===== src/rtl/mux_scan_sequencer_pkg.sv =====
`default_nettype none
// ============================================================================
//  Module      : mux_scan_sequencer_pkg
//  Description : Shared types and widths for the 4:1 mux scan sequencer.
//  Revision    : 1.0  initial release
// ============================================================================
package mux_scan_sequencer_pkg;

    localparam int NUM_CH = 4;
    localparam int SEL_W  = 2;
    localparam int WAIT_W = 4;

    typedef enum logic [1:0] {
        IDLE   = 2'd0,
        SETTLE = 2'd1,
        DONE   = 2'd2
    } scan_state_t;

endpackage : mux_scan_sequencer_pkg
`default_nettype wire


===== src/rtl/mux_scan_sequencer_if.sv =====
`default_nettype none
// ============================================================================
//  Module      : mux_scan_sequencer_if
//  Description : Control, mux feedback and result signals of the scan
//                sequencer. The slave side is the sequencer itself.
//  Revision    : 1.0  initial release
// ============================================================================
interface mux_scan_sequencer_if;
    import mux_scan_sequencer_pkg::*;

    logic              start;
    logic              continuous;
    logic [NUM_CH-1:0] ch_mask;
    logic              mux_o;
    logic [SEL_W-1:0]  sel;
    logic [NUM_CH-1:0] sample;
    logic              valid;
    logic              busy;

    modport master (
        output start, continuous, ch_mask, mux_o,
        input  sel, sample, valid, busy
    );

    modport slave (
        input  start, continuous, ch_mask, mux_o,
        output sel, sample, valid, busy
    );

endinterface : mux_scan_sequencer_if
`default_nettype wire


===== src/rtl/mux_scan_next_ch.sv =====
`default_nettype none
// ============================================================================
//  Module      : mux_scan_next_ch
//  Description : Finds the next enabled channel. With i_from_start set it
//                returns the lowest set mask bit; otherwise the lowest set
//                bit strictly above i_cur (no wrap-around).
//  Revision    : 1.0  initial release
// ============================================================================
module mux_scan_next_ch
    import mux_scan_sequencer_pkg::*;
(
    input  wire logic [NUM_CH-1:0] i_mask,
    input  wire logic [SEL_W-1:0]  i_cur,
    input  wire logic              i_from_start,
    output logic      [SEL_W-1:0]  o_next,
    output logic                   o_found
);

    // Descending scan so the lowest qualifying index is the one left standing
    always_comb begin
        o_next  = '0;
        o_found = 1'b0;
        for (int i = NUM_CH - 1; i >= 0; i--) begin
            if (i_mask[i] && (i_from_start || (i > int'(i_cur)))) begin
                o_next  = SEL_W'(i);
                o_found = 1'b1;
            end
        end
    end

endmodule : mux_scan_next_ch
`default_nettype wire


===== src/rtl/mux_scan_sequencer.sv =====
`default_nettype none
// ============================================================================
//  Module      : mux_scan_sequencer
//  Description : Steps the select lines of an external 4:1 mux through the
//                enabled channels in ascending order, captures mux_o for each
//                and presents the assembled word with a one-cycle valid.
//  Revision    : 1.0  initial release
// ============================================================================
module mux_scan_sequencer
    import mux_scan_sequencer_pkg::*;
#(
    parameter int SETTLE_CYC = 1
)(
    input  wire logic             clk,
    input  wire logic             rst,
    mux_scan_sequencer_if.slave   bus
);

    // Value of the wait counter on the final settle cycle of a channel
    localparam logic [WAIT_W-1:0] c_wait_last = WAIT_W'(SETTLE_CYC - 1);

    scan_state_t       r_state,  w_state;
    logic [NUM_CH-1:0] r_mask,   w_mask;
    logic [NUM_CH-1:0] r_result, w_result;
    logic [SEL_W-1:0]  r_ch,     w_ch;
    logic [WAIT_W-1:0] r_wait,   w_wait;
    logic [SEL_W-1:0]  r_sel,    w_sel;
    logic [NUM_CH-1:0] r_sample, w_sample;
    logic              r_valid,  w_valid;
    logic              r_busy,   w_busy;

    logic [NUM_CH-1:0] w_srch_mask;
    logic              w_srch_from_start;
    logic [SEL_W-1:0]  w_srch_next;
    logic              w_srch_found;

    // Outside SETTLE the search looks at the live mask for the first channel;
    // inside SETTLE it walks the snapshot upward from the current channel.
    assign w_srch_mask       = (r_state == SETTLE) ? r_mask : bus.ch_mask;
    assign w_srch_from_start = (r_state != SETTLE);

    mux_scan_next_ch u_next_ch (
        .i_mask       (w_srch_mask),
        .i_cur        (r_ch),
        .i_from_start (w_srch_from_start),
        .o_next       (w_srch_next),
        .o_found      (w_srch_found)
    );

    // Next-state, counters, capture and registered-output values
    always_comb begin
        w_state  = r_state;
        w_mask   = r_mask;
        w_result = r_result;
        w_ch     = r_ch;
        w_wait   = r_wait;
        w_sel    = r_sel;
        w_sample = r_sample;
        w_valid  = 1'b0;
        w_busy   = r_busy;

        case (r_state)
            IDLE, DONE: begin
                // IDLE launches on start, DONE relaunches on continuous
                if ((r_state == IDLE) ? bus.start : bus.continuous) begin
                    w_mask   = bus.ch_mask;
                    w_result = '0;
                    w_busy   = 1'b1;
                    if (w_srch_found) begin
                        w_ch    = w_srch_next;
                        w_wait  = '0;
                        w_sel   = w_srch_next;
                        w_state = SETTLE;
                    end else begin
                        // Empty mask: report an all-zero word immediately
                        w_sample = '0;
                        w_valid  = 1'b1;
                        w_sel    = '0;
                        w_state  = DONE;
                    end
                end else begin
                    w_sel   = '0;
                    w_busy  = 1'b0;
                    w_state = IDLE;
                end
            end

            SETTLE: begin
                if (r_wait == c_wait_last) begin
                    w_result[r_ch] = bus.mux_o;
                    if (w_srch_found) begin
                        w_ch   = w_srch_next;
                        w_wait = '0;
                        w_sel  = w_srch_next;
                    end else begin
                        w_sample = w_result;
                        w_valid  = 1'b1;
                        w_sel    = '0;
                        w_state  = DONE;
                    end
                end else begin
                    w_wait = r_wait + 1'b1;
                end
            end

            default: begin
                w_sel   = '0;
                w_busy  = 1'b0;
                w_state = IDLE;
            end
        endcase
    end

    // State and output registers with synchronous reset
    always_ff @(posedge clk) begin
        if (rst) begin
            r_state  <= IDLE;
            r_mask   <= '0;
            r_result <= '0;
            r_ch     <= '0;
            r_wait   <= '0;
            r_sel    <= '0;
            r_sample <= '0;
            r_valid  <= 1'b0;
            r_busy   <= 1'b0;
        end else begin
            r_state  <= w_state;
            r_mask   <= w_mask;
            r_result <= w_result;
            r_ch     <= w_ch;
            r_wait   <= w_wait;
            r_sel    <= w_sel;
            r_sample <= w_sample;
            r_valid  <= w_valid;
            r_busy   <= w_busy;
        end
    end

    assign bus.sel    = r_sel;
    assign bus.sample = r_sample;
    assign bus.valid  = r_valid;
    assign bus.busy   = r_busy;

endmodule : mux_scan_sequencer
`default_nettype wire


===== src/flat_wrapper.sv =====
// flat-port wrapper written by rule: the top's interface ports become plain ports
module mux_scan_sequencer_flat import mux_scan_sequencer_pkg::*;
#(
    parameter int SETTLE_CYC = 1
)
  (clk, rst, bus_start, bus_continuous, bus_ch_mask, bus_mux_o, bus_sel, bus_sample, bus_valid, bus_busy);
  mux_scan_sequencer_if bus_i ();
  input  wire logic clk;
  input  wire logic rst;
  input wire logic [$bits(bus_i.start)-1:0] bus_start;
  input wire logic [$bits(bus_i.continuous)-1:0] bus_continuous;
  input wire logic [$bits(bus_i.ch_mask)-1:0] bus_ch_mask;
  input wire logic [$bits(bus_i.mux_o)-1:0] bus_mux_o;
  output wire logic [$bits(bus_i.sel)-1:0] bus_sel;
  output wire logic [$bits(bus_i.sample)-1:0] bus_sample;
  output wire logic [$bits(bus_i.valid)-1:0] bus_valid;
  output wire logic [$bits(bus_i.busy)-1:0] bus_busy;
  assign bus_i.start = bus_start;
  assign bus_i.continuous = bus_continuous;
  assign bus_i.ch_mask = bus_ch_mask;
  assign bus_i.mux_o = bus_mux_o;
  assign bus_sel = bus_i.sel;
  assign bus_sample = bus_i.sample;
  assign bus_valid = bus_i.valid;
  assign bus_busy = bus_i.busy;
  mux_scan_sequencer #(.SETTLE_CYC(SETTLE_CYC)) u_core (.clk(clk), .rst(rst), .bus(bus_i));
endmodule

===== config.mk =====
export PLATFORM = sky130hd
export DESIGN_NAME = mux_scan_sequencer_flat
export DESIGN_NICKNAME = d
export VERILOG_FILES = /design/src/rtl/mux_scan_sequencer_pkg.sv /design/src/rtl/mux_scan_sequencer_if.sv /design/src/rtl/mux_scan_next_ch.sv /design/src/rtl/mux_scan_sequencer.sv /design/src/flat_wrapper.sv
export SDC_FILE = /design/constraint.sdc
export NUM_CORES = 1
export LEC_CHECK = 0
export CAP_MARGIN = 20
export CORE_MARGIN = 2
export CORE_UTILIZATION = 45
export DETAILED_ROUTE_END_ITERATION = 10
export HOLD_SLACK_MARGIN = 0.1
export MAX_ROUTING_LAYER = met4
export PLACE_DENSITY = 0.73
export SYNTH_ARGS = -nofsm -noshare
export SYNTH_HDL_FRONTEND = slang
export SYNTH_HIERARCHICAL = 1
export SYNTH_SLANG_ARGS = --single-unit
export TNS_END_PERCENT = 20

===== constraint.sdc =====
create_clock -name clk -period 3.65 [get_ports clk]
set_input_delay 0.73 -clock clk [delete_from_list [all_inputs] [get_ports clk]]
set_output_delay 0.73 -clock clk [all_outputs]
set_load 0.005 [all_outputs]

After elaboration in Yosys (flattened, before gate mapping)
Index checks and enable logic that the tools add are counted.
Storage, ports and cells
  flip-flop bits (word level): 24
  latch bits: 0
  bits in writable memories: 0
  memory bits (read-only): 0
  bits of input ports: 9
  output and inout bits: 8
  word-level logic and storage cells: 83
  memories kept: 0
Operators by class
  add/sub/neg operators: 1
  multipliers: 0
  div/mod/pow operators: 0
  magnitude comparators: 5
  equality and inequality tests: 7
  shift operators: 0
  muxes and demuxes: 44
  bitwise logic cells: 0
  reduce and logical (&&, ||, !) cells: 17
Operators by type and width (number)
  $mux W4: 10
  $mux W2: 14
  $pmux W4 S2: 3
  $pmux W2 S2: 3
  $mux W1: 10
  $ne A2 B2 Y1 const B: 3
  $reduce_and A2 Y1: 3
  $logic_and A1 B1 Y1: 5
  $reduce_and A5 Y1: 1
  $add A4 B1 Y4 const B: 1
  $bwmux W4: 1
  $gt A2 B2 Y1 const A: 2
  $logic_not A4 Y1: 1
  $ne A2 B1 Y1 const B: 2
  $pmux W1 S2: 2
  $logic_or A1 B1 Y1: 3
  $lt A2 B3 Y1 const B: 1
  $reduce_and A3 Y1: 1
  $demux W1 S2: 1
  $eq A2 B1 Y1 const B: 1
  $eq A2 B2 Y1 const B: 1
  $ge A2 B1 Y1 const B: 1
  $gt A1 B2 Y1 const A: 1
  $logic_not A2 Y1: 1
  other kinds (2): 2

Depth between registers and ports, before layout
  depth in word-level cells: 10
  mapped depth: 13
  mapped depth without buffers: 11

Modules after synthesis
Netlist, hierarchy kept.
By module, submodules not included
  mux_scan_sequencer: instances 1, cells an instance 134, area each 1136.1 µm²
  mux_scan_next_ch: instances 1, cells an instance 16, area each 93.8 µm²

Worst setup path after synthesis
No wires, ideal clock.
  path kind: register to register
  start: reg u_core.r_state[1]
  end: reg u_core.r_wait[1]
  arrival: 1.929 ns
  data required time: 3.522 ns
  setup slack: 1.594 ns
  stages on the path, launching flop included: 14
  buffers on the path: 2
  clock period less this slack: 2.056 ns
  cell sequence: dfxtp_1 and2b_4 inv_2 buf_6 nand2_1 nand2_1 nor2_1 a2bb2oi_1 o21ai_0 clkbuf_1 a21oi_1 o21a_1 a22oi_1 nor2_1
On the way
  word-level cells in the longest chain between the ends: 10
  elaborated cells between the ends (all ways): 25
  those cells by class: eq/ne: 4; mux: 10; reduce/logical: 11
Ends and longest elaborated chain
  from (decl): line mux_scan_sequencer.sv:22  | scan_state_t r_state, w_state;
  from (signal assigned): line mux_scan_sequencer.sv:127  | r_state <= w_state;
  $ne A2 B1 Y1 (*): line mux_scan_sequencer.sv:40  | assign w_srch_from_start = (r_state != SETTLE);
  named net u_core.w_srch_from_start: line mux_scan_sequencer.sv:33  | logic w_srch_from_start;
  $logic_or A1 B1 Y1: line mux_scan_next_ch.sv:24  | if (i_mask[i] && (i_from_start || (i > int'(i_cur)))) begin
  $logic_and A1 B1 Y1: line mux_scan_next_ch.sv:24
  $mux W1 (3 in series): line mux_scan_next_ch.sv:24
  $mux W1 (*): line mux_scan_next_ch.sv:24
  named net u_core.w_srch_found: line mux_scan_sequencer.sv:35  | logic w_srch_found;
  $mux W4 (*)
  $mux W4, on equally long branches
  $pmux W4 S2 (*): line mux_scan_sequencer.sv:62  | case (r_state)
  to (signal assigned): line mux_scan_sequencer.sv:131  | r_wait <= w_wait;
  to (decl): line mux_scan_sequencer.sv:26  | logic [WAIT_W-1:0] r_wait, w_wait;
The timed path passes the listed nets; every way through them passes the cells marked *. The select of a mux whose other input is x is not followed.
A chain may end at the register's enable or synchronous reset.

Worst setup path after layout
  start: reg u_core.r_state[1]
  end: reg u_core.r_wait[3]
On the way
  word-level cells in the longest chain between the ends: 10
  elaborated cells between the ends (all ways): 25
  those cells by class: eq/ne: 4; mux: 10; reduce/logical: 11
Ends and longest elaborated chain
  $eq A2 B1 Y1 (*): line mux_scan_sequencer.sv:39  | assign w_srch_mask = (r_state == SETTLE) ? r_mask : bus.ch_mask;
  $mux W4 (*): line mux_scan_sequencer.sv:39
  named net u_core.w_srch_mask[3]: line mux_scan_sequencer.sv:32  | logic [NUM_CH-1:0] w_srch_mask;
  $logic_and A1 B1 Y1 (*): line mux_scan_next_ch.sv:24
  $mux W1 (*) (4 in series): line mux_scan_next_ch.sv:24
  named net u_core.w_srch_found: line mux_scan_sequencer.sv:35
  $mux W4 (*)
  $mux W4, on equally long branches
  $pmux W4 S2 (*): line mux_scan_sequencer.sv:62
Marked as above.

==> impl_metrics.csv <==
group,metric,value,unit
status,status,"completed",
synthesis,synthTopCellsByArea,"dfxtp_1 (39%), nand2_1 (7.3%), a21oi_1 (6.9%), mux2i_1 (6.5%), nor2_1 (5.5%)",
worst_hold_path,whs_endpoint,"u_core/bus.sample[2]$_SDFFE_PP0P_",
placement,pre_cts_slack,1.05,ns
sta,tightestPinTransition,0.903,ns
synthesis,async_flop_share,0,%
sta,rsz0062_at_grt,"no",
worst_setup_path,critical-path-top-delay-family,"compound AO/OA/AOI/OAI gates",
floorplan,initial_core_util,48.3,%
synthesis,synth_warnings,6,
clocking,cts_hold_buf,0,
sta,setup_viol,0,
global_route,grt_pass1_wl,4370,um
pwr,power_density,397,nW/um2
synthesis,synth-edff-count,0,
clocking,numCtsBuffers,3,
clocking,post_cts_buffers,0,
layout,fin_area,1420,um2
sta,final.setup.worst_slack,1.22,ns
worst_setup_path,r2r_start,"u_core/r_state[1]$_SDFFE_PP0P_",
floorplan,die_w,56.3,um
worst_setup_path,r2r_slack,1.22,ns
drt,wirelength,2620,um
synthesis,yosys_register_bits,24,
drt,wl_per_cell,13.5,um
layout,area_growth,15.4,%
worst_setup_path,reg2reg_to,"u_core/r_wait[3]$_SDFFE_PP0P_",
synthesis,syn_inst,150,
clocking,clockBufferDepth,2,
global_route,grt_overflow_total,0,
sta,fin_tns_setup,0,ns
sta,report.final.slew_viol_count,0,
clocking,cts_tree,"built",
layout,fin_cells,194,
pwr,finalPower,564,uW
synthesis,synthesis.nets,161,
worst_setup_path,slowest_delay,0.37,ns
pwr,p_int,386,uW
placement,portBuffers,16,
worst_setup_path,reg2regPathDepth,12,
clocking,clock_latency,0.32,ns
placement,place.gp.congestion,0.812,
worst_setup_path,crit_type,"flip-flop to flip-flop",
sta,fmax,411,MHz
worst_setup_path,slowest_stage,"dfxtp_1",
sta,period_minus_slack,2.43,ns
synthesis,ys.flop_type,"dfxtp_1",
drt,drt-initial-drc-count,23,
placement,dp.cells,191,
pwr,switching_share,31.5,%
worst_hold_path,worstHoldStart,"u_core/bus.sample[2]$_SDFFE_PP0P_",
floorplan,rows,18,
worst_setup_path,crit_chain,"and2b_4 > inv_2 > nand2_1 > nand2_1 > nor2_1 > a2bb2oi_1 > o21ai_0 > buf_4 > a21oi_1 > o21a_1 > nand2_1 > a31oi_1",
drt,drtAntennaViolNets,0,
layout,diodes,0,
worst_setup_path,critPathMaxFanout,18,
synthesis,synth.distinct_cells,37,
clocking,h-tree-depth,1,
placement,place_area,1400,um2
synthesis,postSynthAreaPerCell,8.20,um2
clocking,cts_sinks,24,
global_route,grt_max_degree,25,
worst_setup_path,arrival,2.65,ns
pwr,power.share.clock,20.4,%
worst_hold_path,whs_path_depth,2,
synthesis,yosysTopAreaCellShare,39.1,%
clocking,post_cts_resized,0,
drt,viasPerCell,5.62,
worst_setup_path,crit_path_start_kind,"flip-flop",
worst_setup_path,crit_path_end_kind,"flip-flop",
synthesis,netlist.top_cell.by_area,"dfxtp_1",
sta,slew_headroom,39.6,%
worst_setup_path,crit_buf_inv,2,
pwr,p_seq_share,52.5,%
placement,dp_hpwl,1860,um
drt,num_vias,1091,
pwr,power_switching,178,uW
floorplan,dieArea,3170,um2
floorplan,placeableCoreArea,2540,um2
synthesis,yosysSeqAreaShare,39.1,%
synthesis,synth_area,1230,um2
layout,fin_nets,177,
pwr,p_comb_share,27.1,%
sta,hold_viol_final,0,
pwr,vdd_drop_max,0.000279,V
worst_setup_path,worstPathRequired,3.87,ns
drt,drtPass1Iterations,4,
pwr,p_leak,0.540,nW
floorplan,die_h,56.3,um
global_route,grt_pass1_vias,1008,
worst_hold_path,hold_class,"flip-flop to flip-flop",
drt,drcViolationCount,0,
flow_run,maxCapViolCount,0,
global_route,grt.total_usage,17.8,%
global_route,antenna_found_initial,0,
floorplan,ios,17,
sta,fin_crit_sh,66.6,%
clocking,root_buffer,"clkbuf_4",
layout,drive_above_1_share,10.4,%
worst_setup_path,path_common_cell,"nand2_1",
clocking,clk_pin_slew,0.11,ns
sta,fin_skew,0.0137,ns
layout,final_cell_mix,"nand2_1 (24), dfxtp_1 (24), nor2_1 (18)",
==> Yosys cell counts, types with 2 or more instances <==
library cell  count
nor3_1            4
mux2i_1           8
a21oi_1          17
nor2_1           18
buf_6             2
mux2_2            2
o221ai_1          2
ha_1              2
nand2_1          24
nor2_2            2
nor2b_1           3
inv_1             5
o21ai_0           5
dfxtp_1          24
nand3_1           8
clkbuf_1          3
==> flip-flops by register name (all words and copies together), names as in the netlist <==
signal             cells
u_core/bus.busy        1
u_core/r_state         2
u_core/bus.valid       1
u_core/bus.sel         2
u_core/r_mask          4
u_core/bus.sample      4
u_core/r_wait          4
u_core/r_ch            2
u_core/r_result        4
==> worst min-delay path, cell delays in order, from the launching register on <==
cell     delay [ns]
dfxtp_1        0.33
nand2_1        0.05
a21oi_1        0.05
==> how the worst max path moves through the flow <==
stage / startpoint / endpoint / slack (ns) / depth (start not counted)
after floorplan: u_core/r_state[1]$_SDFFE_PP0P_ / u_core/r_wait[1]$_SDFFE_PP0P_ / 1.59 / 13
after global placement: bus_ch_mask[3] / u_core/r_wait[3]$_SDFFE_PP0P_ / 1.17 / 11
after detailed placement: bus_ch_mask[3] / u_core/r_wait[3]$_SDFFE_PP0P_ / 1.05 / 11
after CTS: u_core/r_state[1]$_SDFFE_PP0P_ / u_core/r_wait[3]$_SDFFE_PP0P_ / 1.27 / 12
after global routing: u_core/r_state[1]$_SDFFE_PP0P_ / u_core/bus.sample[2]$_SDFFE_PP0P_ / 0.99 / 12
final: u_core/r_state[1]$_SDFFE_PP0P_ / u_core/r_wait[3]$_SDFFE_PP0P_ / 1.22 / 12
==> metrics by stage <==
step	hold WS [ns]	utilization, %
after floorplan	0.448	-
after detailed placement	0.450	54.9
final	0.467	55.8
after global routing	0.479	55.8
after global placement	0.438	54.9
after CTS	0.468	55.8
==> power groups by stage <==
stage	clock network [mW]	registers, mW	logic [mW]
after floorplan	0	0.298	0.115
after global placement	0	0.300	0.147
after detailed placement	0	0.302	0.151
after CTS	0.120	0.296	0.152
after global routing	0.129	0.300	0.169
final	0.115	0.296	0.153
==> cell type report <==
| class | instances | area, um2 |
|---|---|---|
| inverters | 6 | 22.5 |
| clock buffers | 3 | 22.5 |
| repair buffers | 17 | 168 |
| fillers | 254 | 1130 |
| flip-flops and latches | 24 | 480 |
| well taps | 30 | 37.5 |
| multi-input cells | 114 | 688 |
==> cells by family after synthesis <==
| kind of cell | synth area share (%) |
|---|---|
| and+or+nand+nor | 26.0 |
| buffers and inverters | 4.98 |
| muxes | 8.34 |
| adders and majority gates | 2.03 |
| DFF | 39.1 |
| AOI/OAI and AO/OA | 19.5 |
==> layer usage <==
| layer | share of wire [%] | vias up | global-route usage (%) |
|---|---|---|---|
| met1 | 46 | 513 | 21.7 |
| met4 | 0.80 | 0 | 5.78 |
| met3 | 4.9 | 2 | 5.07 |
| met2 | 48 | 23 | 28.2 |
| li1 | - | 553 | - |
| met5 | 0 | - | - |
(Power assumes the default switching activity.)
==> RTL change 1 (same flow settings) <==
Set the package constant `SEL_W` to 3 (it was 2).
--- a/src/rtl/mux_scan_sequencer_pkg.sv
+++ b/src/rtl/mux_scan_sequencer_pkg.sv
@@ -9,3 +9,3 @@
     localparam int NUM_CH = 4;
-    localparam int SEL_W  = 2;
+    localparam int SEL_W  = 3;
     localparam int WAIT_W = 4;
Ports: changed (resized bus_sel); port bits go from 17 to 18. The function was not compared with the original's and may differ.
==> RTL change 1 against the unedited design <==
- sequential cell count is 2 higher
- total power grew 17%
- critical path depth shrank 2
- worst hold slack gained 0.017 ns
- worst setup slack worse by 0.23 ns
- cell area increased by 7.4%
- area after synthesis increased by 7.0%
- global-route usage up 2.0 points
- routed wire length increased by 12%
- critical path type unchanged
==> RTL change 1: results (changes against the unedited design) <==
[worst_setup_path]
slowest_delay_ns=0.55  ; +0.18 ns
rrSetupSlack_ns=0.99  ; -0.23 ns
crit_path_end=u_core/bus.sample[3]$_SDFFE_PP0P_
ff2ff_path_depth=10  ; -2
crit_fanout=14  ; -4
critPathArrivalTime_ns=2.86  ; +0.21 ns
critPathLaunch=u_core/r_state[0]$_SDFFE_PP0P_

[global_routing]
grt_pass1_wl_mm=5.11  ; +17%
use_met2_pct=33.1  ; +4.9 points
grt_use_met1_pct=24.0  ; +2.3 points
grt_max_degree=22  ; -12%
grt_usage_pct=19.7  ; +2.0 points
grtUsageMet3_pct=4.69  ; -0.38 points
grt_pass1_vias=1133  ; +12%

[min_path]
hp-start=u_core/bus.sel[0]$_SDFFE_PP0N_
hold_depth=1  ; -1
holdPathEnd=u_core/bus.sel[0]$_SDFFE_PP0N_

[synth]
yosysUniqueCellTypes=38  ; +2.7%
ys_seq_area_share_pct=39.5  ; +0.48 points
synth_nets=166  ; +3.1%
synth_common_cells=26 x dfxtp_1, 23 x nand2_1, 13 x inv_1, 9 x nand3_1, 9 x o32ai_1
yosys-top-cells-area=dfxtp_1 40%, nand2_1 6.6%, mux2i_1 6.1%, o32ai_1 6.0%, inv_1 3.7%

[finish]
nNetsFinal=181  ; +2.3%
drive_gt1_share_pct=5.33  ; -5.0 points
fillers=274  ; +7.9%

[route]
dr.first_iter.drc_count=75  ; +230%
vias=1207  ; +11%
wl_met1_mm=1.33  ; +9.1%
wl_met3_um=124  ; -2.4%
wl_met2_mm=1.47  ; +17%
topRoutingLayerUsed=met4
wirelength_mm=2.93  ; +12%

[cts]
cts_setup_buffers=0  ; unchanged
cts_buffers=3  ; unchanged
path_clk_slew_ns=0.14  ; +0.03 ns
cts_repair_resize_count=0  ; unchanged

[pwr]
powerSeq_mw=0.333  ; +13%
p_leak_nw=0.544  ; +0.68%
p_comb_share_pct=27.5  ; +0.4 points
ir_drop_v=0.000325  ; +17%
internal_power_mw=0.446  ; +16%

[sta]
fin_hold_ws_ns=0.484  ; +0.0171 ns
skew_ns=0.00685  ; -0.00686 ns
max-slew-margin-rel_pct=62.1  ; +23 points

[placed_design]
place.port_buffers=17  ; +1
place.detailed.hpwl_mm=2.17  ; +17%
place_congestion=0.771  ; -5.0%

[outcome]
status=finished clean

-- RTL change 1: kinds of logic after synthesis --
family	Yosys count	share of synthesized area, %
AND/OR/NAND/NOR	55	22.3
other	1	0.285
adder cells (fa/ha/maj)	2	1.90
AO/OA/AOI/OAI	39	21.0
buffers and inverters	23	7.98
multiplexers	9	6.94
flip-flops	26	39.5
-- RTL change 1: metrics by stage --
stage                     area (um2)  instances  worst slack [ns]  power (mW)  util, %
after floorplan                 1320        155              1.51       0.471        -
after global placement          1490        196              1.08       0.511     53.9
after detailed placement        1490        196              1.03       0.518     53.9
after CTS                       1520        200              1.04       0.664     55.3
after global routing            1520        200             0.695       0.705     55.3
final                           1520        200             0.991       0.661     55.3
-- RTL change 1: cell type report --
class / instances / area [um2] / share of cell area (%)
Multi-Input combinational cell: 106 / 691 / 45.3
Sequential cell: 26 / 520 / 34.2
Timing Repair Buffer: 19 / 185 / 12.2
Inverter: 14 / 52.6 / 3.45
Tap cell: 31 / 38.8 / 2.55
Clock buffer: 4 / 36.3 / 2.38
==> RTL change 2 (same flow settings) <==
Without the edit above. The 3 states of `scan_state_t` get a one-hot encoding in 3 bits.
--- a/src/rtl/mux_scan_sequencer_pkg.sv
+++ b/src/rtl/mux_scan_sequencer_pkg.sv
@@ -12,6 +12,6 @@
 
-    typedef enum logic [1:0] {
-        IDLE   = 2'd0,
-        SETTLE = 2'd1,
-        DONE   = 2'd2
+    typedef enum logic [2:0] {
+        IDLE   = 3'b001,
+        SETTLE = 3'b010,
+        DONE   = 3'b100
     } scan_state_t;
Behaviour: no difference found for any inputs over 10 cycles, from zero or initial values and one cycle with rst high; not proved beyond that.
==> RTL change 2 against the unedited design <==
- non-clock buffer count unchanged
- cell area increased by 4.9%
- critical path depth decreased by 5
- worst setup slack got worse by 0.40 ns
- worst hold slack improved by 0.0042 ns
- area after synthesis increased by 5.2%
- routed wire length increased by 3.9%
- sequential cell count increased by 1
- synthesized cell count decreased by 4.7%
- global-route usage increased by 0.23 points
- largest cell class unchanged
Power is not compared: it rests on default switching activity, and its combinational part moved more than twofold at a synthesized area within 25%.
==> RTL change 2: results (changes against the unedited design) <==
[worst_setup_path]
slowest_delay_ns=0.67  ; +0.30 ns
worst_path_dominant_cell_family=compound AO/OA/AOI/OAI gates
critPathArrivalTime_ns=3.04  ; +0.39 ns
crit_fanout=8  ; -10
slowest_stage=o21ai_0

[synth]
post_synth_xor_area_fraction_pct=0  ; unchanged
yosys-top-cells-area=dfxtp_1 39%, mux2i_1 7.0%, nand2_1 5.2%, mux2_2 5.2%, a21oi_1 4.3%
synthCells=143  ; -4.7%
yosysUniqueCellTypes=36  ; -2.7%
synthFlopType=dfxtp_1
ys_seq_area_share_pct=38.7  ; -0.38 points
synth-async-reset-ratio_pct=0  ; unchanged
synth_adder_area_share_pct=1.93  ; -0.10 points
synth_mux_area_share_pct=14.5  ; +6.2 points
synth_common_cells=25 x dfxtp_1, 18 x nand2_1, 11 x a21oi_1, 9 x mux2i_1
synth_warnings=6  ; unchanged
synth_compound_area_share_pct=17.3  ; -2.2 points
synth_nets=154  ; -4.3%

[cts]
cts_repair_resize_count=0  ; unchanged
insertion_delay_ns=0.33
cts_buffers=3  ; unchanged
cts_root_buffer=clkbuf_4
cts_setup_buffers=0  ; unchanged
clk_path_buf_depth=2  ; unchanged
htreeDepth=1  ; unchanged
path_clk_slew_ns=0.15  ; +0.04 ns

[sta]
worst_pin_slew_ns=0.846  ; -0.0569 ns
skew_ns=0.0117  ; -0.00202 ns

[global_routing]
grt_max_degree=20  ; -20%
grt_pass1_wl_mm=4.53  ; +3.8%
grt_usage_pct=18.0  ; +0.23 points
grt_pass1_vias=998  ; -0.99%
antenna_found_initial=0  ; unchanged

[outcome]
status=finished clean

[finish]
drive_gt1_share_pct=11.4  ; +1.0 points
nNetsFinal=170  ; -4.0%
insertedDiodeCount=0  ; unchanged

[placed_design]
place_congestion=0.789  ; -2.7%
place.port_buffers=16  ; unchanged
place.detailed.hpwl_mm=1.95  ; +4.9%

[route]
via_per_inst=5.59  ; -0.55%
dr.first_iter.drc_count=31  ; +35%
drtPass1Iterations=4  ; unchanged
wirelength_mm=2.72  ; +3.9%

[pwr]
ir_drop_v=0.000189
p_leak_nw=0.580

[min_path]
hold_class=register to register

-- RTL change 2: final timing paths --
| kind | from | end | slack, ns | cells past startpoint |
|---|---|---|---|---|
| max | u_core/r_state[1]$_SDFFE_PP0P_ | u_core/r_wait[3]$_SDFFE_PP0P_ | 0.82 | 7 |
| min | u_core/r_mask[2]$_SDFFE_PP0P_ | u_core/r_mask[2]$_SDFFE_PP0P_ | 0.47 | 2 |
| max reg2reg | u_core/r_state[1]$_SDFFE_PP0P_ | u_core/r_wait[3]$_SDFFE_PP0P_ | 0.82 | 7 |
| min reg2reg | u_core/r_mask[2]$_SDFFE_PP0P_ | u_core/r_mask[2]$_SDFFE_PP0P_ | 0.47 | 2 |
-- RTL change 2: kinds of logic (layout without fill, tap and decap cells) --
kind of cell,Yosys count,after routing
AO/OA/AOI/OAI,32,32
adder cells (fa/ha/maj),2,2
buffers and inverters,13,28
flip-flops,25,25
multiplexers,17,17
AND/OR/NAND/NOR,54,54
-- RTL change 2: worst register-to-register path: stages (launching register included) --
cell,delay (ns)
dfxtp_1,0.45
or3b_1,0.48
mux2_2,0.30
a21oi_1,0.08
o21ai_0,0.67
inv_1,0.13
o21ai_0,0.44
a311oi_1,0.16
-- RTL change 2: layout make-up --
cell class,instances,area [um2]
clock buffers,3,22.5
clock inverters,1,7.51
fillers,262,1240
inverters,7,26.3
multi-input cells,105,726
flip-flops and latches,25,500
well taps,31,38.8
repair buffers,17,168
-- RTL change 2: routing by layer --
metal	up-vias	wire, um	GRT usage [%]
met1	502	1270	22.6
met2	19	1320	29.9
met3	4	100	2.46
met4	0	31	5.98
li1	532	-	-
met5	-	0	-
-- RTL change 2: where the power goes --
group          leakage [nW]  switching (mW)  internal (mW)  total, mW
logic                 0.363          0.0361         0.0337     0.0698
registers             0.203         0.00815          0.281      0.289
clock network        0.0139          0.0891         0.0419      0.131
-- RTL change 2: per-stage QoR --
stage | cells | setup slack (ns)
after global routing | 189 | 0.631
after CTS | 189 | 0.838
after global placement | 185 | 0.782
after floorplan | 143 | 1.08
after detailed placement | 185 | 0.681
final | 189 | 0.820
